$ cat src/rtl/sdram_test_sequencer.sv
// sdram_test_sequencer: writes a deterministic pattern over 0..LAST_ADDR, reads it back and checks it
//   sys_clk, sys_reset_n         clock, asynchronous active-low reset
//   start, mode                  run request pulse and pattern select (0 = address, 1 = LFSR)
//   busy, done, pass             run status; pass is valid while done=1
//   err_count, first_err_*       saturating mismatch count, address and read data of the first mismatch
//   ctl_cmd/addr/wdata/ready     command port to the controller (held until accepted)
//   ctl_rdata, ctl_rvalid        read return from the controller
module sdram_test_sequencer #(
    parameter int                ADDR_W    = 23,
    parameter int                DATA_W    = 16,
    parameter logic [ADDR_W-1:0] LAST_ADDR = {ADDR_W{1'b1}},
    parameter logic [15:0]       SEED      = 16'hACE1
) (
    input  logic              sys_clk,
    input  logic              sys_reset_n,
    input  logic              start,
    input  logic              mode,
    output logic              busy,
    output logic              done,
    output logic              pass,
    output logic [15:0]       err_count,
    output logic [ADDR_W-1:0] first_err_addr,
    output logic [DATA_W-1:0] first_err_data,
    output logic [1:0]        ctl_cmd,
    output logic [ADDR_W-1:0] ctl_addr,
    output logic [DATA_W-1:0] ctl_wdata,
    input  logic              ctl_ready,
    input  logic [DATA_W-1:0] ctl_rdata,
    input  logic              ctl_rvalid
);
    typedef enum logic [2:0] {IDLE, WR, RD_ISSUE, RD_WAIT, FIN} state_t;
    localparam logic [1:0] NOP = 2'b00, WRITE = 2'b01, READ = 2'b10;
    // an all-zero seed would lock the LFSR at zero
    localparam logic [15:0] SEED_EFF = (SEED == 16'h0000) ? 16'h0001 : SEED;
    // Galois form of x^16+x^14+x^13+x^11+1, shifting right
    function automatic logic [15:0] lfsr_step(input logic [15:0] s);
        return {1'b0, s[15:1]} ^ (s[0] ? 16'hB400 : 16'h0000);
    endfunction
    function automatic logic [DATA_W-1:0] pattern(input logic m, input logic [ADDR_W-1:0] a,
                                                  input logic [15:0] s);
        logic [22:0] a23;
        a23 = 23'(a);
        return DATA_W'(m ? s : a23[15:0] ^ {a23[22:16], 9'b0});
    endfunction
    state_t            state_q;
    logic              mode_q, busy_q, done_q, pass_q;
    logic [ADDR_W-1:0] addr_q, addr_d, ctl_addr_q, first_err_addr_q;
    logic [15:0]       lfsr_q, lfsr_d, err_q, err_d;
    logic [DATA_W-1:0] ctl_wdata_q, first_err_data_q;
    logic [1:0]        ctl_cmd_q;
    logic              at_last, mismatch;
    always_comb begin
        addr_d   = addr_q + ADDR_W'(1);
        lfsr_d   = lfsr_step(lfsr_q);
        at_last  = addr_q == LAST_ADDR;
        mismatch = ctl_rdata != pattern(mode_q, addr_q, lfsr_q);
        err_d    = (mismatch && err_q != 16'hFFFF) ? err_q + 16'd1 : err_q;
    end
    always_ff @(posedge sys_clk or negedge sys_reset_n) begin
        if (!sys_reset_n) begin
            state_q          <= IDLE;
            mode_q           <= 1'b0;
            busy_q           <= 1'b0;
            done_q           <= 1'b0;
            pass_q           <= 1'b0;
            addr_q           <= '0;
            lfsr_q           <= '0;
            err_q            <= '0;
            first_err_addr_q <= '0;
            first_err_data_q <= '0;
            ctl_cmd_q        <= NOP;
            ctl_addr_q       <= '0;
            ctl_wdata_q      <= '0;
        end else begin
            case (state_q)
                IDLE: if (start) begin
                    mode_q           <= mode;
                    err_q            <= '0;
                    first_err_addr_q <= '0;
                    first_err_data_q <= '0;
                    done_q           <= 1'b0;
                    pass_q           <= 1'b0;
                    busy_q           <= 1'b1;
                    addr_q           <= '0;
                    lfsr_q           <= SEED_EFF;
                    ctl_cmd_q        <= WRITE;
                    ctl_addr_q       <= '0;
                    ctl_wdata_q      <= pattern(mode, '0, SEED_EFF);
                    state_q          <= WR;
                end
                WR: if (ctl_ready) begin
                    if (at_last) begin
                        addr_q     <= '0;
                        lfsr_q     <= SEED_EFF;
                        ctl_cmd_q  <= READ;
                        ctl_addr_q <= '0;
                        state_q    <= RD_ISSUE;
                    end else begin
                        addr_q      <= addr_d;
                        lfsr_q      <= lfsr_d;
                        ctl_addr_q  <= addr_d;
                        ctl_wdata_q <= pattern(mode_q, addr_d, lfsr_d);
                    end
                end
                RD_ISSUE: if (ctl_ready) begin
                    ctl_cmd_q <= NOP;
                    state_q   <= RD_WAIT;
                end
                RD_WAIT: if (ctl_rvalid) begin
                    err_q <= err_d;
                    // a saturated count is never zero again, so capture happens once per run
                    if (mismatch && err_q == 16'd0) begin
                        first_err_addr_q <= addr_q;
                        first_err_data_q <= ctl_rdata;
                    end
                    if (at_last) begin
                        busy_q  <= 1'b0;
                        done_q  <= 1'b1;
                        pass_q  <= err_d == 16'd0;
                        state_q <= FIN;
                    end else begin
                        addr_q     <= addr_d;
                        lfsr_q     <= lfsr_d;
                        ctl_cmd_q  <= READ;
                        ctl_addr_q <= addr_d;
                        state_q    <= RD_ISSUE;
                    end
                end
                FIN:     state_q <= IDLE;
                default: state_q <= IDLE;
            endcase
        end
    end
    assign busy           = busy_q;
    assign done           = done_q;
    assign pass           = pass_q;
    assign err_count      = err_q;
    assign first_err_addr = first_err_addr_q;
    assign first_err_data = first_err_data_q;
    assign ctl_cmd        = ctl_cmd_q;
    assign ctl_addr       = ctl_addr_q;
    assign ctl_wdata      = ctl_wdata_q;
endmodule

$ cat config.mk
export PLATFORM = sky130hd
export DESIGN_NAME = sdram_test_sequencer
export DESIGN_NICKNAME = d
export VERILOG_FILES = /design/src/rtl/sdram_test_sequencer.sv
export SDC_FILE = /design/constraint.sdc
export NUM_CORES = 1
export LEC_CHECK = 0
export ABC_AREA = 1
export CORE_MARGIN = 2
export CORE_UTILIZATION = 45
export DETAILED_ROUTE_END_ITERATION = 6
export PLACE_DENSITY_LB_ADDON = 0.15
export SLEW_MARGIN = 20
export SYNTH_ARGS = -nofsm -noshare
export SYNTH_HDL_FRONTEND = slang
export SYNTH_SLANG_ARGS = --single-unit
$ cat constraint.sdc
create_clock -name sys_clk -period 2.5 [get_ports sys_clk]
set_clock_uncertainty 0.05 [all_clocks]
set_input_delay 0.5 -clock sys_clk [delete_from_list [all_inputs] [get_ports sys_clk]]
set_output_delay 0.5 -clock sys_clk [all_outputs]
set_load 0.02 [all_outputs]
## Yosys cells after proc, flatten, opt, wreduce, memory -nomap -nowiden

Cells that the tools add are included.
Widths: inputs -> output; s select.

- Output and inout bits: 99
- Logic and storage cells: 104
- Input port bits: 22
- Bits in registers: 119

- Bitwise operators: 3
- Equality and inequality tests: 15
- $add $sub $neg: 2
- Reduce and logical (&&, ||, !) cells: 17
- Multiplexer cells: 55

Operators by type and width:

| kind | number |
|---|---|
| $mux 16 | 17 |
| $mux 23 | 7 |
| $pmux 16 s2 | 3 |
| $pmux 23 s3 | 1 |
| $pmux 16 s3 | 1 |
| $pmux 23 s2 | 1 |
| $logic_not 16->1 | 2 |
| $xor 16x16->16 | 2 |
| $add 23x1->23 const B | 1 |
| $eq 23x23->1 const B | 1 |
| $mux 3 | 6 |
| $ne 2x2->1 const B | 9 |
| $add 16x1->16 const B | 1 |
| $ne 16x16->1 | 1 |
| $ne 16x16->1 const B | 1 |
| $xor 15x16->16 | 1 |
| $mux 2 | 6 |
| $pmux 3 s4 | 1 |
| $reduce_and 4->1 | 3 |
| $reduce_and 5->1 | 2 |
| $mux 1 | 8 |
| $pmux 2 s4 | 1 |
| $reduce_and 7->1 | 1 |
| $eq 3x2->1 const B | 2 |
| 9 further kinds | 13 |

## Depth between registers and ports, before layout

Gate-level depths: netlist of the first run.

- Depth after elaboration: 9
- Depth in mapped cells: 20
- Mapped depth without buffers: 18

## Least setup slack after synthesis of the first run

No wires, ideal clock.

- Path kind: register -> register
- Start: reg, netlist name ctl_addr[0]
- End: reg ctl_addr_q[12], in the netlist ctl_addr[12]
- Slack: 0.120 ns
- Arrival: 2.196 ns
- Setup time: 0.134 ns
- Cell stages (with the launch flop): 17
- Data required time: 2.316 ns
- Clock period less this slack: 2.380 ns
- Path buffers: 2
- Path through: dfrtp_1 -> ha_1 -> nand2_2 -> nor2_4 -> nand3_4 -> nor2_2 -> nand3_1 -> nor3_2 -> nand2_1 -> nor2_4 -> inv_2 -> nand2_2 -> nor2_1 -> o21ai_2 -> buf_6 -> buf_8 -> o22ai_2

RTL lines:

| element | line | source |
|---|---|---|
| to (signal assigned) | 101 | `ctl_addr_q <= addr_d;` |
| to (signal assigned) | 125 | `ctl_addr_q <= addr_d;` |
| to (decl) | 47 | `logic [ADDR_W-1:0] addr_q, addr_d, ctl_addr_q, first_err_addr_q;` |

==> impl_metrics.csv, run 1 <==
group,metric,value,unit
run_status,status,"finished, violations left",
run_status,violations,"design-rule violations",
power_and_ir_drop,p_leak,4.233,nW
synth,synthCells,890,
job,drv_cap,0,
critical_path,path_class,"reg2reg",
clocking,numClockSinks,119,
global_route,grt_start_max_net_pins,120,
clocking,cts.htree.levels,4,
critical_path,endpoint_kind,"register",
final_layout,final_common_cell,"nand2_1",
final_layout,fin_nets,1084,
sta,worstMarginPinSlew,0.6710,ns
synth,synthDistinctLibCells,44,
hold_path,hold_class,"in2async",
sta,post-route-period-util,97.59,%
sta,final_hold_viol_count,0,
synth,synth-async-reset-ratio,100.0,%
synth,synthFlopType,"dfrtp_1",
synth,synth.cell_area,0.006942,mm2
route,routedWlPerCell,18.07,um
final_layout,syn2layout_area_growth,35.69,%
sta,fmax,409.9,MHz
critical_path,required,2.74,ns
power_and_ir_drop,power_density,1040,mW/mm2
placed_design,gp_congestion,0.9600,
clocking,cts_tree,"yes",
floorplan,rows,45,
clocking,numCtsBuffers,17,
route,firstDrtPassIters,7,
floorplan,dieHeight,128.2,um
sta,rsz0062_at_grt,"yes",
sta,setup_viol,0,
sta,whs,0.1139,ns
global_route,overflow,0,
floorplan,coreArea,0.01515,mm2
placed_design,portBuffers,120,
floorplan,start_util,45.83,%
synth,ys_ff_latch,119,
clocking,clkTransAtPathRegs,0.06,ns
sta,maxSlewViolCount,0,
final_layout,mostFrequentLayoutCells,"nand2_1 (214), o21ai_0 (125), clkdlybuf4s50_1 (119), dfrtp_1 (117), inv_1 (103)",
final_layout,num_antenna_cells,0,
final_layout,drive_gt1_share,15.76,%
sta,tns,0,ns
final_layout,final_area,0.009419,mm2
power_and_ir_drop,ir_worst_vdd,1.048,mV
final_layout,multiInputGateArea,0.003334,mm2
global_route,grt_usage,27.90,%
synth,synth_nets,915,
final_layout,fillers,1291,
route,viasPerCell,5.443,
route,ant_nets,0,
floorplan,die-area,0.01644,mm2
critical_path,cp.arrival,2.68,ns
placed_design,dp_hpwl,16230,um
global_route,grt_pass1_wl,35130,um
route,drc,3,
synth,synth_seq_area_share,42.90,%
global_route,grt_antenna_before_repair,0,
clocking,insertion_delay,0.42,ns
power_and_ir_drop,power,9.792,mW
synth,syn_avg_cell_area,7.800,um2
placed_design,placed_cell_area,0.008662,mm2
synth,synth-edff-count,0,
critical_path,path_max_fanout,7,
sta,slew_headroom,55.27,%
final_layout,final-seq-area,0.002980,mm2
route,totalWireLength,22770,um
floorplan,die_w,128.2,um
sta,finalCriticalPeriod,2.440,ns
critical_path,critPathLaunchType,"register",
route,dr_total_vias,6858,
floorplan,io_pins,121,
route,drt_iter0_markers,692,
clocking,clockBufferDepth,2,
global_route,grt_pass1_vias,6181,
synth,synth-warning-count,0,
clocking,cts-root-buf,"clkbuf_16",
where the power goes:
part / switching, mW / leakage, nW / internal (mW)
clock: 0.970 / 0.283 / 1.57
combinational: 2.82 / 2.37 / 1.81
sequential: 0.281 / 1.58 / 2.34
total: 4.07 / 4.23 / 5.73
worst max-delay path, stage by stage, from the launching register on:
cell       delay [ns]
dfrtp_1          0.36
ha_2             0.19
nand2_2          0.08
nor2_4           0.15
nand3_4          0.10
nor2_4           0.11
nand3_2          0.10
nor3_2           0.20
nand2_2          0.13
nor2_4           0.17
inv_2            0.07
nand2_4          0.08
nor2_2           0.06
o21ai_4          0.14
clkbuf_16        0.24
o22ai_2          0.06
cells in the mapped netlist, drive strengths merged, types with 5 or more instances:
| master | n | area (um2) |
|---|---|---|
| a21oi | 7 | 42.54 |
| xor2 | 27 | 236.5 |
| clkbuf | 12 | 48.80 |
| dfrtp | 119 | 2978 |
| buf | 25 | 217.7 |
| nand4 | 5 | 31.28 |
| nand3 | 80 | 435.4 |
| nand2 | 225 | 874.6 |
| o22ai | 30 | 306.5 |
| or2 | 6 | 37.54 |
| inv | 112 | 422.9 |
| nor4 | 10 | 62.56 |
| nor2 | 52 | 227.7 |
| o21ai | 144 | 732.0 |
| nor3 | 15 | 101.4 |
| a2bb2oi | 6 | 52.55 |
layer usage:
layer	track usage [%]	vias up	wire, um
met5	0	-	0
met4	5.882	0	246
met3	4.841	30	1686
met2	38.58	281	9532
met1	45.10	3280	11310
li1	-	3267	-
final timing paths:
| check | slack (ns) | from | depth (start not counted) | endpoint |
|---|---|---|---|---|
| min in group sys_clk | 0.42 | ctl_cmd[0] | 2 | ctl_cmd[0] |
| setup / recovery | 0.06 | ctl_addr[1] | 15 | ctl_addr[11] |
| max in group asynchronous | 1.74 | sys_reset_n | 2 | mode_q |
| hold / removal | 0.11 | sys_reset_n | 2 | first_err_addr[22] |
| setup reg to reg | 0.06 | ctl_addr[1] | 15 | ctl_addr[11] |
| hold reg to reg | 0.42 | ctl_cmd[0] | 2 | ctl_cmd[0] |
flip-flops by register name, indices dropped and copies added, names as in the netlist:
register,count
ctl_addr,23
first_err_addr,23
ctl_wdata,16
err_count,16
first_err_data,16
lfsr_q,16
state_q,3
ctl_cmd,2
busy,1
done,1
mode_q,1
pass,1
what timing repair did:
item / CTS / global route
resized for setup: 0 / 18
hold buffers: 0 / 0
setup buffers: 0 / 3
setup endpoints to repair: 0 / 80
through the flow:
stage          worst slack (ns)  cells  utilization, %
5_1_grt                -0.02416   1260           62.19
2_1_floorplan            0.1203    890               -
4_1_cts                 0.03973   1254           61.17
6_report                0.06037   1260           62.19
3_3_place_gp           -0.05242   1222           57.19
3_5_place_dp           -0.04300   1222           57.19
area by class of cell:
| type | instances | share of cell area (%) |
|---|---|---|
| multi-input cells | 622 | 35.40 |
| flip-flops and latches | 119 | 31.64 |
| repair buffers | 187 | 19.57 |
| clock buffers | 18 | 4.556 |
| well taps | 188 | 2.497 |
| inverters | 112 | 4.490 |
| clock inverters | 14 | 1.846 |
cells by family (layout without fill, tap and decap cells):
| kind of cell | Yosys count | after routing | share of synthesized area, % |
|---|---|---|---|
| flops | 119 | 119 | 42.90 |
| fa+ha+maj | 3 | 3 | 0.5408 |
| xor+xnor | 29 | 29 | 3.659 |
| buf+inv | 149 | 331 | 9.931 |
| mux | 1 | 1 | 0.1442 |
| compound gates | 193 | 193 | 17.00 |
| simple gates | 396 | 396 | 25.83 |
Note: power is estimated with default switching activity, not from simulation.
==> run 2, diff against run 1 <==
CORE_ASPECT_RATIO = 1.4   (was default)
==> run 2 against run 1 <==
  * The flow now finishes without violations
  * Setup slack gained 0.0064 ns
  * Flip-flop and latch count is the same
  * Maximum frequency grew 0.26%
  * Non-clock buffer count grew 14
  * Die area is essentially flat
  * Global-route usage grew 1.6 points
  * Cell count grew 1.5%
  * Register-to-register slack is essentially flat
  * Sequential share of layout area shrank 0.59 points
  * Design area grew 1.9%
  * Utilization grew 1.6 points
  * Critical endpoint is now lfsr_q[12]
  * Largest power group unchanged
  * Highest routed layer unchanged
==> impl_metrics.csv, run 2 (synthesis results as in run 1) <==
group,metric,value,unit
run_status,status,"finished, final reports clean",
floorplan,die_w,109.0,um
route,drc,0,
hold_path,hold_class,"in2async",
critical_path,critPathLaunchType,"register",
final_layout,final_common_cell,"nand2_1",
power_and_ir_drop,power,9.972,mW
critical_path,r2r-start,"ctl_addr[0]",
floorplan,die-area,0.01645,mm2
power_and_ir_drop,power_density,1039,mW/mm2
route,drt_iter0_markers,529,
critical_path,r2r-end,"lfsr_q[12]",
clocking,clockBufferDepth,2,
global_route,grt_start_max_net_pins,40,
route,viasPerCell,5.525,
sta,rsz0062_at_grt,"yes",
clocking,numClockSinks,119,
floorplan,start_util,46.11,%
critical_path,required,2.73,ns
final_layout,fillers,1290,
sta,slew_headroom,50.99,%
power_and_ir_drop,ir_worst_vdd,0.7034,mV
critical_path,rrSetupSlack,0.07,ns
route,firstDrtPassIters,6,
sta,maxSlewViolCount,0,
global_route,grt_pass1_vias,6584,
placed_design,dp.cells,1239,
global_route,grt_pass1_wl,36030,um
power_and_ir_drop,p_leak,4.330,nW
final_layout,num_antenna_cells,0,
critical_path,worstSetupStartpoint,"ctl_addr[0]",
clocking,clkTransAtPathRegs,0.06,ns
sta,post-route-period-util,97.33,%
clocking,cts.htree.levels,4,
sta,setup_viol,0,
route,routedWlPerCell,19.31,um
clocking,cts-root-buf,"clkbuf_16",
global_route,overflow,0,
sta,worstMarginPinSlew,0.7351,ns
sta,fmax,411.0,MHz
floorplan,coreArea,0.01505,mm2
final_layout,mostFrequentLayoutCells,"nand2_1 (211), clkdlybuf4s50_1 (119), dfrtp_1 (117), o21ai_0 (111), inv_1 (102)",
clocking,numCtsBuffers,17,
final_layout,finalNonFillerCells,1279,
route,totalWireLength,24700,um
clocking,cts_tree,"yes",
final_layout,drive_gt1_share,17.48,%
critical_path,cp.arrival,2.67,ns
final_layout,final_util,63.77,%
clocking,insertion_delay,0.42,ns
sta,whs,0.004619,ns
global_route,grt_antenna_before_repair,0,
floorplan,dieHeight,151.0,um
placed_design,portBuffers,120,
job,drv_cap,0,
floorplan,rows,53,
critical_path,reg2regPathDepth,13,
route,ant_nets,0,
placed_design,dp_hpwl,18250,um
placed_design,gp_congestion,0.9804,
clocking,cts_hold_buffers,0,
final_layout,syn2layout_area_growth,38.28,%
floorplan,io_pins,121,
critical_path,critical_path.endpoint,"lfsr_q[12]",
sta,finalCriticalPeriod,2.433,ns
sta,final_hold_viol_count,0,
global_route,grt_usage,29.49,%
critical_path,path_class,"reg2reg",
route,dr_total_vias,7067,
final_layout,fin_nets,1099,
critical_path,path_max_fanout,7,
critical_path,endpoint_kind,"register",
[run 2: cell types whose count changed in the layout (fill, tap and decap cells not counted), moves of 3 or more]
| cell | previous run | this run |
|---|---|---|
| o21ai_0 | 125 | 111 |
| buf_4 | 55 | 67 |
| nand2_2 | 9 | 13 |
| nand2_1 | 214 | 211 |
| nor2_2 | 4 | 7 |
| o21ai_1 | 16 | 29 |
| buf_12 | 7 | 10 |
[run 2: worst min-delay path by stage]
stage	start	to	slack (ns)
after floorplan	sys_reset_n	busy	0.15
after detailed placement	busy	busy	0.42
final	sys_reset_n	err_count[8]	0.005
after CTS	sys_reset_n	err_count[12]	0.04
after global routing	sys_reset_n	err_count[8]	0.05
after global placement	busy	busy	0.41
[run 2: routing by layer]
metal | GRT usage (%) | wire length (um) | up-vias
met3 | 3.873 | 1176 | 78
met5 | 0 | 0 | -
met1 | 36.13 | 9531 | 3384
met4 | 15.19 | 1254 | 0
met2 | 50.25 | 12730 | 291
li1 | - | - | 3314
[run 2: final cells by class]
type | instances | area [um2] | area share (%)
well taps | 192 | 240.2 | 2.503
flip-flops and latches | 119 | 2980 | 31.05
repair inverters | 1 | 6.256 | 0.06517
multi-input cells | 622 | 3346 | 34.85
repair buffers | 201 | 1992 | 20.75
clock inverters | 11 | 146.4 | 1.525
clock buffers | 21 | 460.4 | 4.797
inverters | 112 | 427.9 | 4.458
[run 2: worst max-delay path: stages (launching register included)]
cell and delay, ns:
dfrtp_1 0.36, ha_2 0.20, nand2_2 0.09, nor2_4 0.13, nand3_4 0.12, nor2_2 0.14
inv_1 0.07, nor2_2 0.17, nand2_1 0.12, nand2_1 0.13, inv_1 0.10, o21ai_4 0.32
clkbuf_16 0.24, o22ai_2 0.06
[run 2: what timing repair did]
action | CTS | global route
setup endpoints to repair | 1 | 96
pin swaps | 0 | 4
gates cloned | 0 | 5
buffers inserted | 0 | 3
gates resized for setup | 1 | 40
[run 2: stage by stage]
stage	cell area [um2]	setup WS [ns]	TNS (ns)
floorplan	6942	0.1203	0
global placement	8790	-0.09521	-1.762
detailed placement	8790	-0.1192	-2.878
CTS	9399	0.006001	0
global route	9599	-0.09998	-0.9658
finish	9599	0.06679	0
[run 2: where the power goes]
group	switching, mW	total (mW)	leakage (nW)	internal [mW]
Sequential	0.291	2.64	1.58	2.34
Combinational	2.93	4.79	2.46	1.87
Clock	0.923	2.54	0.282	1.62
